===== config.mk =====
export PLATFORM = sky130hd
export DESIGN_NAME = lfsr_rng
export DESIGN_NICKNAME = d
export VERILOG_FILES = /design/src/rtl/lfsr_pkg.sv /design/src/rtl/lfsr_core.sv /design/src/rtl/lfsr_rng.sv
export SDC_FILE = /design/constraint.sdc
export NUM_CORES = 1
export LEC_CHECK = 0
export CORE_ASPECT_RATIO = 0.6
export CORE_MARGIN = 2
export CORE_UTILIZATION = 45
export DETAILED_ROUTE_END_ITERATION = 12
export MAX_ROUTING_LAYER = met4
export PLACE_DENSITY_LB_ADDON = 0.25
export REMOVE_ABC_BUFFERS = 1
export SKIP_LAST_GASP = 1
export SYNTH_ARGS = -nofsm -noshare
export SYNTH_HDL_FRONTEND = slang
export SYNTH_SLANG_ARGS = --single-unit

===== constraint.sdc =====
create_clock -name clk -period 2.3 [get_ports clk]
set_input_delay 0.46 -clock clk [delete_from_list [all_inputs] [get_ports clk]]
set_output_delay 0.46 -clock clk [all_outputs]
set_load 0.02 [all_outputs]

===== src/rtl/lfsr_pkg.sv =====
// ----------------------------------------------------------------------------
// lfsr_pkg
// Shared definitions for the LFSR random-number generator:
//   - state_e       : draw FSM states (IDLE / DRAW / OUT)
//   - DEFAULT_TAPS  : maximal-length feedback mask for an 8-bit LFSR
//   - DEFAULT_SEED  : 8-bit reset / fallback seed (nonzero)
// ----------------------------------------------------------------------------
package lfsr_pkg;

    typedef enum logic [1:0] {
        IDLE = 2'd0,
        DRAW = 2'd1,
        OUT  = 2'd2
    } state_e;

    localparam logic [7:0] DEFAULT_TAPS = 8'hB8;
    localparam logic [7:0] DEFAULT_SEED = 8'h93;

endpackage


===== src/rtl/lfsr_core.sv =====
// ----------------------------------------------------------------------------
// lfsr_core
// Fibonacci-style shift register: shifts left, feedback bit is the parity of
// the tapped state bits. A seed load has priority over a step, and a zero
// seed is replaced by SEED so the register can never reach the all-zero
// lock-up state.
//
// Ports
//   clk      in   clock, rising edge
//   rst_n    in   asynchronous active-low reset (state <- SEED)
//   step_i   in   advance one step
//   load_i   in   load seed_i (overrides step_i)
//   seed_i   in   WIDTH  seed value to load
//   state_o  out  WIDTH  current register state
// ----------------------------------------------------------------------------
module lfsr_core #(
    parameter int               WIDTH = 8,
    parameter logic [WIDTH-1:0] SEED  = lfsr_pkg::DEFAULT_SEED,
    parameter logic [WIDTH-1:0] TAPS  = lfsr_pkg::DEFAULT_TAPS
) (
    input  logic             clk,
    input  logic             rst_n,
    input  logic             step_i,
    input  logic             load_i,
    input  logic [WIDTH-1:0] seed_i,
    output logic [WIDTH-1:0] state_o
);

    logic [WIDTH-1:0] lfsr_q;
    logic [WIDTH-1:0] lfsr_d;

    always_comb begin
        lfsr_d = lfsr_q;
        if (load_i) begin
            lfsr_d = (seed_i == '0) ? SEED : seed_i;
        end else if (step_i) begin
            lfsr_d = {lfsr_q[WIDTH-2:0], ^(lfsr_q & TAPS)};
        end
    end

    always_ff @(posedge clk or negedge rst_n) begin
        if (!rst_n) begin
            lfsr_q <= SEED;
        end else begin
            lfsr_q <= lfsr_d;
        end
    end

    assign state_o = lfsr_q;

endmodule


===== src/rtl/lfsr_rng.sv =====
// ----------------------------------------------------------------------------
// lfsr_rng
// LFSR random-number generator with a bounded-draw engine. In IDLE the LFSR
// free-runs while en is high. A req in IDLE latches range_in and starts a
// draw: every DRAW cycle the low bits of the LFSR (masked to the smallest
// all-ones value covering range-1) are tested and accepted if below the
// range (rejection sampling). The accepted value is presented in OUT until
// the consumer takes it with rnd_ready.
//
// State | meaning
// ------+--------------------------------------------------------------
// IDLE  | waiting for req; LFSR steps when en=1
// DRAW  | testing one masked candidate per cycle; LFSR steps every cycle
// OUT   | rnd_out/rnd_valid held until rnd_ready; LFSR frozen
//
// Ports
//   clk        in   clock, rising edge
//   rst_n      in   asynchronous active-low reset
//   en         in   free-run step enable (IDLE only)
//   seed_we    in   load seed_in (zero loads SEED)
//   seed_in    in   WIDTH  seed value
//   lfsr_q     out  WIDTH  current LFSR state
//   req        in   start a bounded draw (sampled in IDLE only)
//   range_in   in   WIDTH  exclusive upper bound, 0 = full range
//   rnd_valid  out  draw result available
//   rnd_ready  in   consumer accepts the result
//   rnd_out    out  WIDTH  draw result
//   busy       out  high in DRAW or OUT
// ----------------------------------------------------------------------------
module lfsr_rng
    import lfsr_pkg::*;
#(
    parameter int               WIDTH = 8,
    parameter logic [WIDTH-1:0] SEED  = DEFAULT_SEED,
    parameter logic [WIDTH-1:0] TAPS  = DEFAULT_TAPS
) (
    input  logic             clk,
    input  logic             rst_n,
    input  logic             en,
    input  logic             seed_we,
    input  logic [WIDTH-1:0] seed_in,
    output logic [WIDTH-1:0] lfsr_q,
    input  logic             req,
    input  logic [WIDTH-1:0] range_in,
    output logic             rnd_valid,
    input  logic             rnd_ready,
    output logic [WIDTH-1:0] rnd_out,
    output logic             busy
);

    localparam logic [WIDTH-1:0] ONE = {{(WIDTH-1){1'b0}}, 1'b1};

    state_e           state_q, state_d;
    logic [WIDTH-1:0] range_q, range_d;
    logic [WIDTH-1:0] mask_q,  mask_d;
    logic [WIDTH-1:0] out_q,   out_d;

    logic             step;
    logic [WIDTH-1:0] cand;
    logic             accept;

    // Smallest all-ones value >= r-1: smear the highest set bit of r-1
    // downwards. A full-range draw (r==0) uses every bit; ranges above
    // 2^(WIDTH-1) fall out naturally because r-1 has its top bit set.
    function automatic logic [WIDTH-1:0] calc_mask(input logic [WIDTH-1:0] r);
        logic [WIDTH-1:0] m;
        if (r == '0) begin
            m = '1;
        end else begin
            m = r - ONE;
            for (int i = 0; i < WIDTH; i++) begin
                m = m | (m >> 1);
            end
        end
        return m;
    endfunction

    assign step = ((state_q == IDLE) && en) || (state_q == DRAW);

    lfsr_core #(
        .WIDTH (WIDTH),
        .SEED  (SEED),
        .TAPS  (TAPS)
    ) u_core (
        .clk     (clk),
        .rst_n   (rst_n),
        .step_i  (step),
        .load_i  (seed_we),
        .seed_i  (seed_in),
        .state_o (lfsr_q)
    );

    assign cand   = lfsr_q & mask_q;
    assign accept = (range_q == '0) || (cand < range_q);

    always_comb begin
        state_d = state_q;
        range_d = range_q;
        mask_d  = mask_q;
        out_d   = out_q;
        case (state_q)
            IDLE: begin
                if (req) begin
                    range_d = range_in;
                    mask_d  = calc_mask(range_in);
                    state_d = DRAW;
                end
            end
            DRAW: begin
                if (accept) begin
                    out_d   = cand;
                    state_d = OUT;
                end
            end
            OUT: begin
                if (rnd_ready) begin
                    state_d = IDLE;
                end
            end
            default: begin
                state_d = IDLE;
            end
        endcase
    end

    always_ff @(posedge clk or negedge rst_n) begin
        if (!rst_n) begin
            state_q <= IDLE;
            range_q <= '0;
            mask_q  <= '0;
            out_q   <= '0;
        end else begin
            state_q <= state_d;
            range_q <= range_d;
            mask_q  <= mask_d;
            out_q   <= out_d;
        end
    end

    assign rnd_valid = (state_q == OUT);
    assign busy      = (state_q != IDLE);
    assign rnd_out   = out_q;

endmodule


==> results.toml, run 1 <==
[status]
status = "completed"

[setup_path]
cp.buffers_inverters = 1
cp-start-kind = "flip-flop"
crit_type = "flip-flop to flip-flop"
cp_slowest_stage_delay_ns = 0.53
critPathTopFamily = "compound AO/OA/AOI/OAI gates"
cp_slowest_cell = "dfstp_2"
crit_path_max_fanout = 5
worst_ep_arrival_time_ns = 2.43
crit_chain = "and2_4, ha_4, o211ai_1, a31oi_1, a211o_1, a211oi_4, buf_6, mux2_2"
crit_required_ns = 2.48
crit_path_end_kind = "flip-flop"

[clock_network]
path_clk_slew_ns = 0.07
cts_tree = "yes"
worstSkewPairLatency_ns = 0.29
cts_buffers = 5
cts_buffer_depth = 2
cts-htree-levels = 2
clock_sinks = 34
root_buffer = "clkbuf_8"

[flow_run]
maxCapViolCount = 0

[detailed_routing]
dr_total_vias = 1641
drc = 0
drt_iter0_drc = 82
postRouteAntennaNets = 0
dr.pass1.iters = 5
routedWlPerCell_um = 15.21
wirelength_um = 4640
viasPerCell = 5.380

[placement]
dp_cells = 294
portBuffers = 39
pre_cts_ws_ns = -0.1006
place.gp.congestion = 0.8148
hpwl_um = 3505

[timing]
fin_ws_ns = 0.04143
fin_crit_sh_pct = 98.20
slew_violations = 0
slew_headroom_pct = 40.02
skew_ns = 0.009225
rsz0062_at_grt = "true"
tightest_slew_ns = 0.8964
setup_violations = 0
fmax_mhz = 442.8
min_period_ns = 2.259
hold_viol = 0

[pwr]
p_leak_uw = 0.001140
p_per_area_nw_per_um2 = 1265
vdd_drop_max_uv = 732.4

[layout]
nFillCells = 343
drive_above_1_share_pct = 19.61
final_cell_count_no_fill = 305
final_nets = 286
syn_to_final_growth_pct = 39.44
diodes = 0

[synthesis]
synth_edf_count = 0
synthArstFlopShare_pct = 100.0
synth.ff_latch_count = 34
ys_warn_count = 0
synthCells = 190
avgSynthCellArea_um2 = 9.819
ys_types = 41
ys_seq_area_share_pct = 45.88
ys.flop_type = "dfrtp_1"
mappedNetlistArea_um2 = 1866

[global_route]
grt_pass1_wl_um = 7452
antenna_found_initial = 0
first_global_vias = 1494
gr-total-overflow = 0
gr-usage-all-layers_pct = 22.35
grt_start_max_net_pins = 35

[floorplanning]
die-area_um2 = 4694
start_util_pct = 46.02
fp-row-count = 18
fp.coreArea_um2 = 4054
fp.dieW_um = 87.12
ios = 40
die_y_um = 53.88

[min_path]
hp-class = "flip-flop to flip-flop"
==> sequential cells by signal (all words and copies together), names as in the netlist <==
signal,cells
mask_q,8
range_q,8
rnd_out,8
u_core.state_o,8
state_q,2
==> through the flow <==
stage / hold slack, ns / util (%) / power (µW) / TNS, ns / cell area (µm²)
detailed placement: 0.4879 / 60.59 / 2670 / -0.5219 / 2456
global placement: 0.4763 / 60.59 / 2629 / -0.2317 / 2456
global route: 0.5377 / 64.17 / 3514 / -0.01155 / 2601
CTS: 0.5028 / 63.21 / 3185 / 0 / 2562
finish: 0.5017 / 64.17 / 3291 / 0 / 2601
floorplan: 0.1644 / - / 1957 / -2.280 / 1828
==> worst register-to-register path, cell delays in order, from the launching register on <==
cell and delay [ns]:
dfstp_2 0.53, and2_4 0.15, ha_4 0.19, o211ai_1 0.15
a31oi_1 0.06, a211o_1 0.30, a211oi_4 0.27, buf_6 0.16
mux2_2 0.33
==> layer usage <==
layer / share of wire [%] / vias up / GRT usage (%)
li1: - / 803 / -
met1: 53 / 778 / 33.98
met2: 38 / 53 / 27.74
met3: 6.9 / 7 / 5.675
met4: 1.4 / 0 / 8.462
met5: 0 / - / -
==> placed cells by master (no fill, tap or decap), types with 7 or more instances in the layout <==
cell,synthesis,routed
dfrtp_1,30,30
mux2_2,8,7
nor2_1,18,18
inv_1,12,12
nand2_1,17,17
o21ai_0,16,16
clkdlybuf4s50_1,0,39
buf_4,0,21
ha_1,10,9
==> kinds of logic after synthesis <==
| logic type | count (synthesis) | share of synthesized area (%) |
|---|---|---|
| AOI/OAI and AO/OA | 44 | 15.16 |
| xor gates and xnor gates | 6 | 2.817 |
| and+or+nand+nor | 65 | 17.50 |
| muxes | 13 | 7.512 |
| buffers and inverters | 18 | 4.426 |
| adders and majority gates | 10 | 6.707 |
| DFF | 34 | 45.88 |
==> power by group <==
part	switching, µW	internal [µW]	total, µW
registers	186	862	1050
logic	877	909	1790
clock network	215	241	457
total	1280	2010	3290
==> synth_stat cells, drive strengths merged, types with 3 or more instances <==
| cell type | n | area [µm²] |
|---|---|---|
| dfrtp | 30 | 750.7 |
| nor2 | 18 | 67.56 |
| nand2 | 17 | 63.81 |
| o21ai | 17 | 85.08 |
| inv | 12 | 45.04 |
| ha | 10 | 125.1 |
| mux2 | 8 | 90.09 |
| and2 | 7 | 43.79 |
| a21oi | 6 | 30.03 |
| a31oi | 5 | 31.28 |
| mux2i | 5 | 50.05 |
| clkbuf | 4 | 15.01 |
| dfstp | 4 | 105.1 |
| o22ai | 4 | 25.02 |
| xnor2 | 4 | 35.03 |
| and3 | 3 | 18.77 |
| nor3b | 3 | 22.52 |
| nor4 | 3 | 18.77 |
| or4 | 3 | 26.27 |
==> layout make-up <==
type	count	area, µm²	share of cell area (%)
Tap cell	50	62.56	2.405
Clock inverter	1	5.005	0.1924
Sequential cell	34	855.8	32.90
Timing Repair Buffer	63	590.6	22.70
Multi-Input combinational cell	138	955.9	36.75
Inverter	12	45.04	1.732
Clock buffer	7	86.33	3.319
==> worst paths after layout <==
| path | slack [ns] | cells after the start | endpoint | from |
|---|---|---|---|---|
| min in group asynchronous | 0.57 | 2 | u_core.state_o[6]$_DFFE_PN0P_ | rst_n |
| worst min register to register | 0.50 | 2 | mask_q[7]$_DFFE_PN0P_ | mask_q[7]$_DFFE_PN0P_ |
| max in group asynchronous | 1.38 | 2 | u_core.state_o[0]$_DFFE_PN1P_ | rst_n |
| worst max register to register | 0.04 | 8 | rnd_out[6]$_DFFE_PN0P_ | u_core.state_o[1]$_DFFE_PN1P_ |
| worst min-delay path | 0.50 | 2 | mask_q[7]$_DFFE_PN0P_ | mask_q[7]$_DFFE_PN0P_ |
| worst max-delay path | 0.04 | 8 | rnd_out[6]$_DFFE_PN0P_ | u_core.state_o[1]$_DFFE_PN1P_ |
==> timing repair <==
item / in CTS / in global routing
hold buffers: 0 / 0
hold endpoints to repair: 0 / 0
cloned: 0 / 0
endpoints found under the setup margin: 7 / 7
gates resized for setup: 2 / 4
pin swaps: 2 / 0
buffers inserted: 1 / 2
Power figures use the tool's default switching activity.
==> run 2: changes to the inputs <==
Settings changed: CORE_UTILIZATION 45 to 41.
==> run 2 against run 1 <==
Global-route usage shrank 2.3 points. Clock-buffer cell count is the same. Final cell count grew 3.0%. Critical path depth is the same. Largest cell class unchanged.
==> results.toml, run 2 (same netlist as run 1, synthesis figures left out) <==
[setup_path]
crit_type = "flip-flop to flip-flop"
critPathTopFamily = "compound AO/OA/AOI/OAI gates"
worst_ep_arrival_time_ns = 2.42
crit_required_ns = 2.47
cp-endpoint = "rnd_out[7]$_DFFE_PN0P_"
r2r_cells = 8
crit_start = "u_core.state_o[1]$_DFFE_PN1P_"
cp.buffers_inverters = 1
crit_path_max_fanout = 9
r2r_slack_ns = 0.06
worst_r2r_endpoint = "rnd_out[7]$_DFFE_PN0P_"
cp_slowest_stage_delay_ns = 0.52
cp_slowest_cell = "dfstp_2"
crit_chain = "and2_1, ha_1, o211ai_1, a31oi_1, a211o_1, a211oi_4, buf_12, mux2_2"
r2r_start = "u_core.state_o[1]$_DFFE_PN1P_"
cp-start-kind = "flip-flop"
crit_path_end_kind = "flip-flop"
path_depth = 8

[placement]
portBuffers = 39
pre_cts_ws_ns = -0.05796
hpwl_um = 3637
place.gp.congestion = 0.8054

[detailed_routing]
dr_total_vias = 1624
viasPerCell = 5.172
drt_iter0_drc = 127
routedWlPerCell_um = 14.81
wirelength_um = 4650
dr.pass1.iters = 4
drc = 0
postRouteAntennaNets = 0

[floorplanning]
start_util_pct = 44.06
fp-row-count = 18
fp.dieW_um = 91.09
die-area_um2 = 5124
fp.coreArea_um2 = 4234
die_y_um = 56.25
ios = 40

[timing]
rsz0062_at_grt = "true"
tightest_slew_ns = 0.8482
skew_ns = 0.001654
fin_ws_ns = 0.05553
fin_crit_sh_pct = 97.59
hold_viol = 0
min_period_ns = 2.244
setup_violations = 0
slew_violations = 0
slew_headroom_pct = 43.25
fmax_mhz = 445.5

[pwr]
p_sw_uw = 1218
comb_power_share_pct = 53.7
switching_share_pct = 38.97
internal_power_uw = 1908
power_frac_seq_pct = 32.9
p_per_area_nw_per_um2 = 1218
p_clk_share_pct = 13.4
p_leak_uw = 0.001123
vdd_drop_max_uv = 728.0

[layout]
seqCellArea_um2 = 855.8
final_nets = 286
final_common_cell = "clkdlybuf4s50_1"
syn_to_final_growth_pct = 37.63
drive_above_1_share_pct = 17.72
diodes = 0
multi_input_area_um2 = 932.1
final_cell_mix = "39 x clkdlybuf4s50_1, 30 x dfrtp_1, 23 x buf_4"
fin_util_pct = 60.64
nFillCells = 384

[clock_network]
cts_buffers = 5
cts_buffer_depth = 2
path_clk_slew_ns = 0.06
cts_hold_buf = 0
root_buffer = "clkbuf_8"
cts_tree = "yes"
worstSkewPairLatency_ns = 0.29
clock_sinks = 34
cts-htree-levels = 2

[status]
status = "completed"

[flow_run]
maxCapViolCount = 0

[global_route]
gr-usage-all-layers_pct = 20.07
antenna_found_initial = 0
grt_pass1_wl_um = 7783
first_global_vias = 1609
grt_start_max_net_pins = 35
gr-total-overflow = 0

[min_path]
hp-class = "flip-flop to flip-flop"
==> run 2: cell types whose count changed in the layout (fill, tap and decap cells not counted) <==
cell and change:
and2_1 +1, clkinv_2 -1, a22oi_1 +1, and2_4 -1
clkbuf_1 +1, mux2_4 -1, a22oi_2 -1, ha_1 +1
clkbuf_8 -1, ha_4 -1, mux2_2 +1, buf_6 -2
buf_4 +2
==> run 2: final cells by class <==
type,instances,share of cell area [%]
inverter,12,1.754
multi-input combinational,138,36.31
sequential,34,33.33
tap,60,2.924
clock buffer,7,2.973
timing repair buffer,63,22.71
==> run 2: worst register-to-register path: stages (launching register included) <==
cell,delay [ns]
dfstp_2,0.52
and2_1,0.13
ha_1,0.22
o211ai_1,0.15
a31oi_1,0.07
a211o_1,0.29
a211oi_4,0.25
buf_12,0.17
mux2_2,0.33
==> run 2: layer usage <==
layer | part of all wire (%) | track usage, %
met5 | 0 | -
met2 | 39 | 25.19
met4 | 0.95 | 6.061
met3 | 6.7 | 5.235
met1 | 53 | 30.87
==> run 2: timing repair <==
action	in CTS	in global routing
gates resized for setup	0	0
hold endpoints to repair	0	0
pin swaps	1	1
buffers inserted	0	1
endpoints found under the setup margin	7	7
==> run 2: power groups by stage <==
stage	combinational [µW]	sequential [µW]	clock, µW
3_3_place_gp	1600	1040	0
2_1_floorplan	792	1170	0
3_5_place_dp	1640	1040	0
5_1_grt	1830	1060	461
6_report	1680	1030	418
4_1_cts	1650	1030	428
==> run 2: per-stage QoR <==
stage	instances	total power (µW)	TNS [ns]	area [µm²]	hold WS [ns]
6_report	314	3126	0	2567	0.5056
4_1_cts	313	3104	0	2560	0.5119
3_3_place_gp	306	2640	-0.2434	2484	0.4926
2_1_floorplan	184	1957	-2.280	1828	0.1644
3_5_place_dp	306	2672	-0.2153	2484	0.4970
5_1_grt	314	3350	-0.4117	2567	0.5365
==> run 2: worst min path at each step <==
stage               cells after the start                     end                   start
global placement                        1  rnd_out[3]$_DFFE_PN0P_  rnd_out[3]$_DFFE_PN0P_
floorplan                               0   mask_q[0]$_DFFE_PN0P_                   rst_n
finish                                  2   mask_q[6]$_DFFE_PN0P_   mask_q[6]$_DFFE_PN0P_
detailed placement                      1  rnd_out[5]$_DFFE_PN0P_  rnd_out[5]$_DFFE_PN0P_
CTS                                     1  rnd_out[5]$_DFFE_PN0P_  rnd_out[5]$_DFFE_PN0P_
global route                            1  rnd_out[5]$_DFFE_PN0P_  rnd_out[5]$_DFFE_PN0P_
==> run 3: changes to the inputs <==
Settings changed: CORE_MARGIN 2 to unset, CTS_CLUSTER_SIZE set to 14.
==> run 3 against run 2 <==
Critical path depth is the same. Core utilization is 0.74 points higher. Clock-buffer cell count grew 1. Register-to-register slack barely moved. Global-route usage increased by 2.1 points. Worst setup slack got worse by 0.0071 ns. Fmax decreased by 0.31%.
==> results.toml, run 3 (same netlist as run 1, synthesis figures left out) <==
[floorplanning]
fp.dieW_um = 89.09
fp.coreArea_um2 = 4234
die-area_um2 = 4833
die_y_um = 54.25
fp-row-count = 18
start_util_pct = 44.06
ios = 40

[layout]
fin_area_um2 = 2599
final_nets = 287
nFillCells = 378
drive_above_1_share_pct = 19.14
final_common_cell = "clkdlybuf4s50_1"
syn_to_final_growth_pct = 39.30
diodes = 0
final_cell_mix = "39 x clkdlybuf4s50_1, 30 x dfrtp_1, 23 x buf_4"

[min_path]
hp-start = "u_core.state_o[7]$_DFFE_PN1P_"
whs_path_depth = 2
hp-class = "flip-flop to flip-flop"

[detailed_routing]
postRouteAntennaNets = 0
dr_total_vias = 1614
wirelength_um = 4589
dr.pass1.iters = 4
drc = 0
viasPerCell = 5.108
routedWlPerCell_um = 14.52
drt_iter0_drc = 99

[global_route]
grt_pass1_wl_um = 7355
antenna_found_initial = 0
first_global_vias = 1503
gr-usage-all-layers_pct = 22.13
gr-total-overflow = 0
grt_start_max_net_pins = 35

[setup_path]
cp-start-kind = "flip-flop"
crit_path_max_fanout = 5
cp_slowest_cell = "dfstp_2"
crit_path_end_kind = "flip-flop"
crit_type = "flip-flop to flip-flop"
crit_required_ns = 2.47
cp_slowest_stage_delay_ns = 0.53
r2r_start = "u_core.state_o[1]$_DFFE_PN1P_"
worst_ep_arrival_time_ns = 2.42
crit_chain = "and2_4, ha_4, o211ai_1, a31oi_1, a211o_1, a211oi_4, buf_6, mux2_2"
crit_start = "u_core.state_o[1]$_DFFE_PN1P_"
r2r_cells = 8

[timing]
slew_headroom_pct = 42.92
tightest_slew_ns = 0.8530
skew_ns = 0.009214
fmax_mhz = 444.1
fin_crit_sh_pct = 97.89
hold_viol = 0
fin_ws_ns = 0.04847
min_period_ns = 2.252
slew_violations = 0
setup_violations = 0

[status]
status = "completed"

[pwr]
p_leak_uw = 0.001136
vdd_drop_max_uv = 938.5
p_per_area_nw_per_um2 = 1233
switching_share_pct = 38.78
comb_power_share_pct = 53.5
p_clk_share_pct = 14.2
power_frac_seq_pct = 32.3
p_sw_uw = 1242
internal_power_uw = 1961

[clock_network]
cts_buffer_depth = 2
cts_hold_buf = 0
cts_buffers = 5
cts_tree = "yes"
cts-htree-levels = 2
path_clk_slew_ns = 0.06
clock_sinks = 34
worstSkewPairLatency_ns = 0.29
root_buffer = "clkbuf_8"

[placement]
portBuffers = 39
hpwl_um = 3501
place.gp.congestion = 0.8218
place_area_um2 = 2479
pre_cts_ws_ns = -0.09719

[flow_run]
maxCapViolCount = 0
## run 3: cell types whose count changed in the layout (fill, tap and decap cells not counted), sizes merged
cell	delta
clkbuf	+1
buf	+1
## run 3: cell type report
class	count	area (µm²)	share of cell area (%)
clock buffer	8	90.09	3.467
multi-input combinational	138	947.2	36.45
sequential	34	855.8	32.93
inverter	12	45.04	1.733
timing repair buffer	64	585.6	22.53
tap	60	75.07	2.889
## run 3: final timing paths
| check | slack (ns) | to |
|---|---|---|
| worst max-delay path | 0.05 | rnd_out[4]$_DFFE_PN0P_ |
| worst min-delay path | 0.51 | u_core.state_o[7]$_DFFE_PN1P_ |
| worst max register to register | 0.05 | rnd_out[4]$_DFFE_PN0P_ |
| worst min register to register | 0.51 | u_core.state_o[7]$_DFFE_PN1P_ |
| max in group asynchronous | 1.38 | u_core.state_o[0]$_DFFE_PN1P_ |
| min in group asynchronous | 0.58 | mask_q[5]$_DFFE_PN0P_ |
## run 3: metal layers
metal  track usage (%)  vias up  share of wire [%]
li1                  -      804                  -
met1             33.49      769                 55
met2             29.13       36                 40
met3             4.977        5                3.9
met4             6.349        0               0.87
met5                 -        -                  0
## run 3: power by group through the flow
stage	registers, µW	clock network (µW)	logic [µW]
floorplan	1170	0	792
global placement	1040	0	1590
detailed placement	1040	0	1610
CTS	1030	461	1660
global route	1070	490	1870
finish	1030	455	1720
## run 3: timing repair
item / 4_1_cts / 5_1_grt
pin swaps: 2 / 0
gates resized for setup: 3 / 1
endpoints found under the setup margin: 7 / 7
setup buffers: 0 / 1
## run 3: per-stage QoR
step	cells	total power [µW]	hold slack, ns	util (%)	setup TNS, ns
finish	316	3203	0.5089	61.38	0
global route	316	3430	0.5276	61.38	-0.002718
CTS	315	3158	0.5004	60.90	0
detailed placement	307	2654	0.4865	58.54	-0.3177
global placement	307	2630	0.4797	58.54	-0.1975
floorplan	184	1957	0.1644	-	-2.280
## run 3: critical path, delay by kind of cell (launching register included)
family	cells	cell delay [ns]
flops	1	0.53
fa+ha+maj	1	0.19
simple gates	1	0.15
buf+inv	1	0.16
compound gates	4	0.77
mux	1	0.33
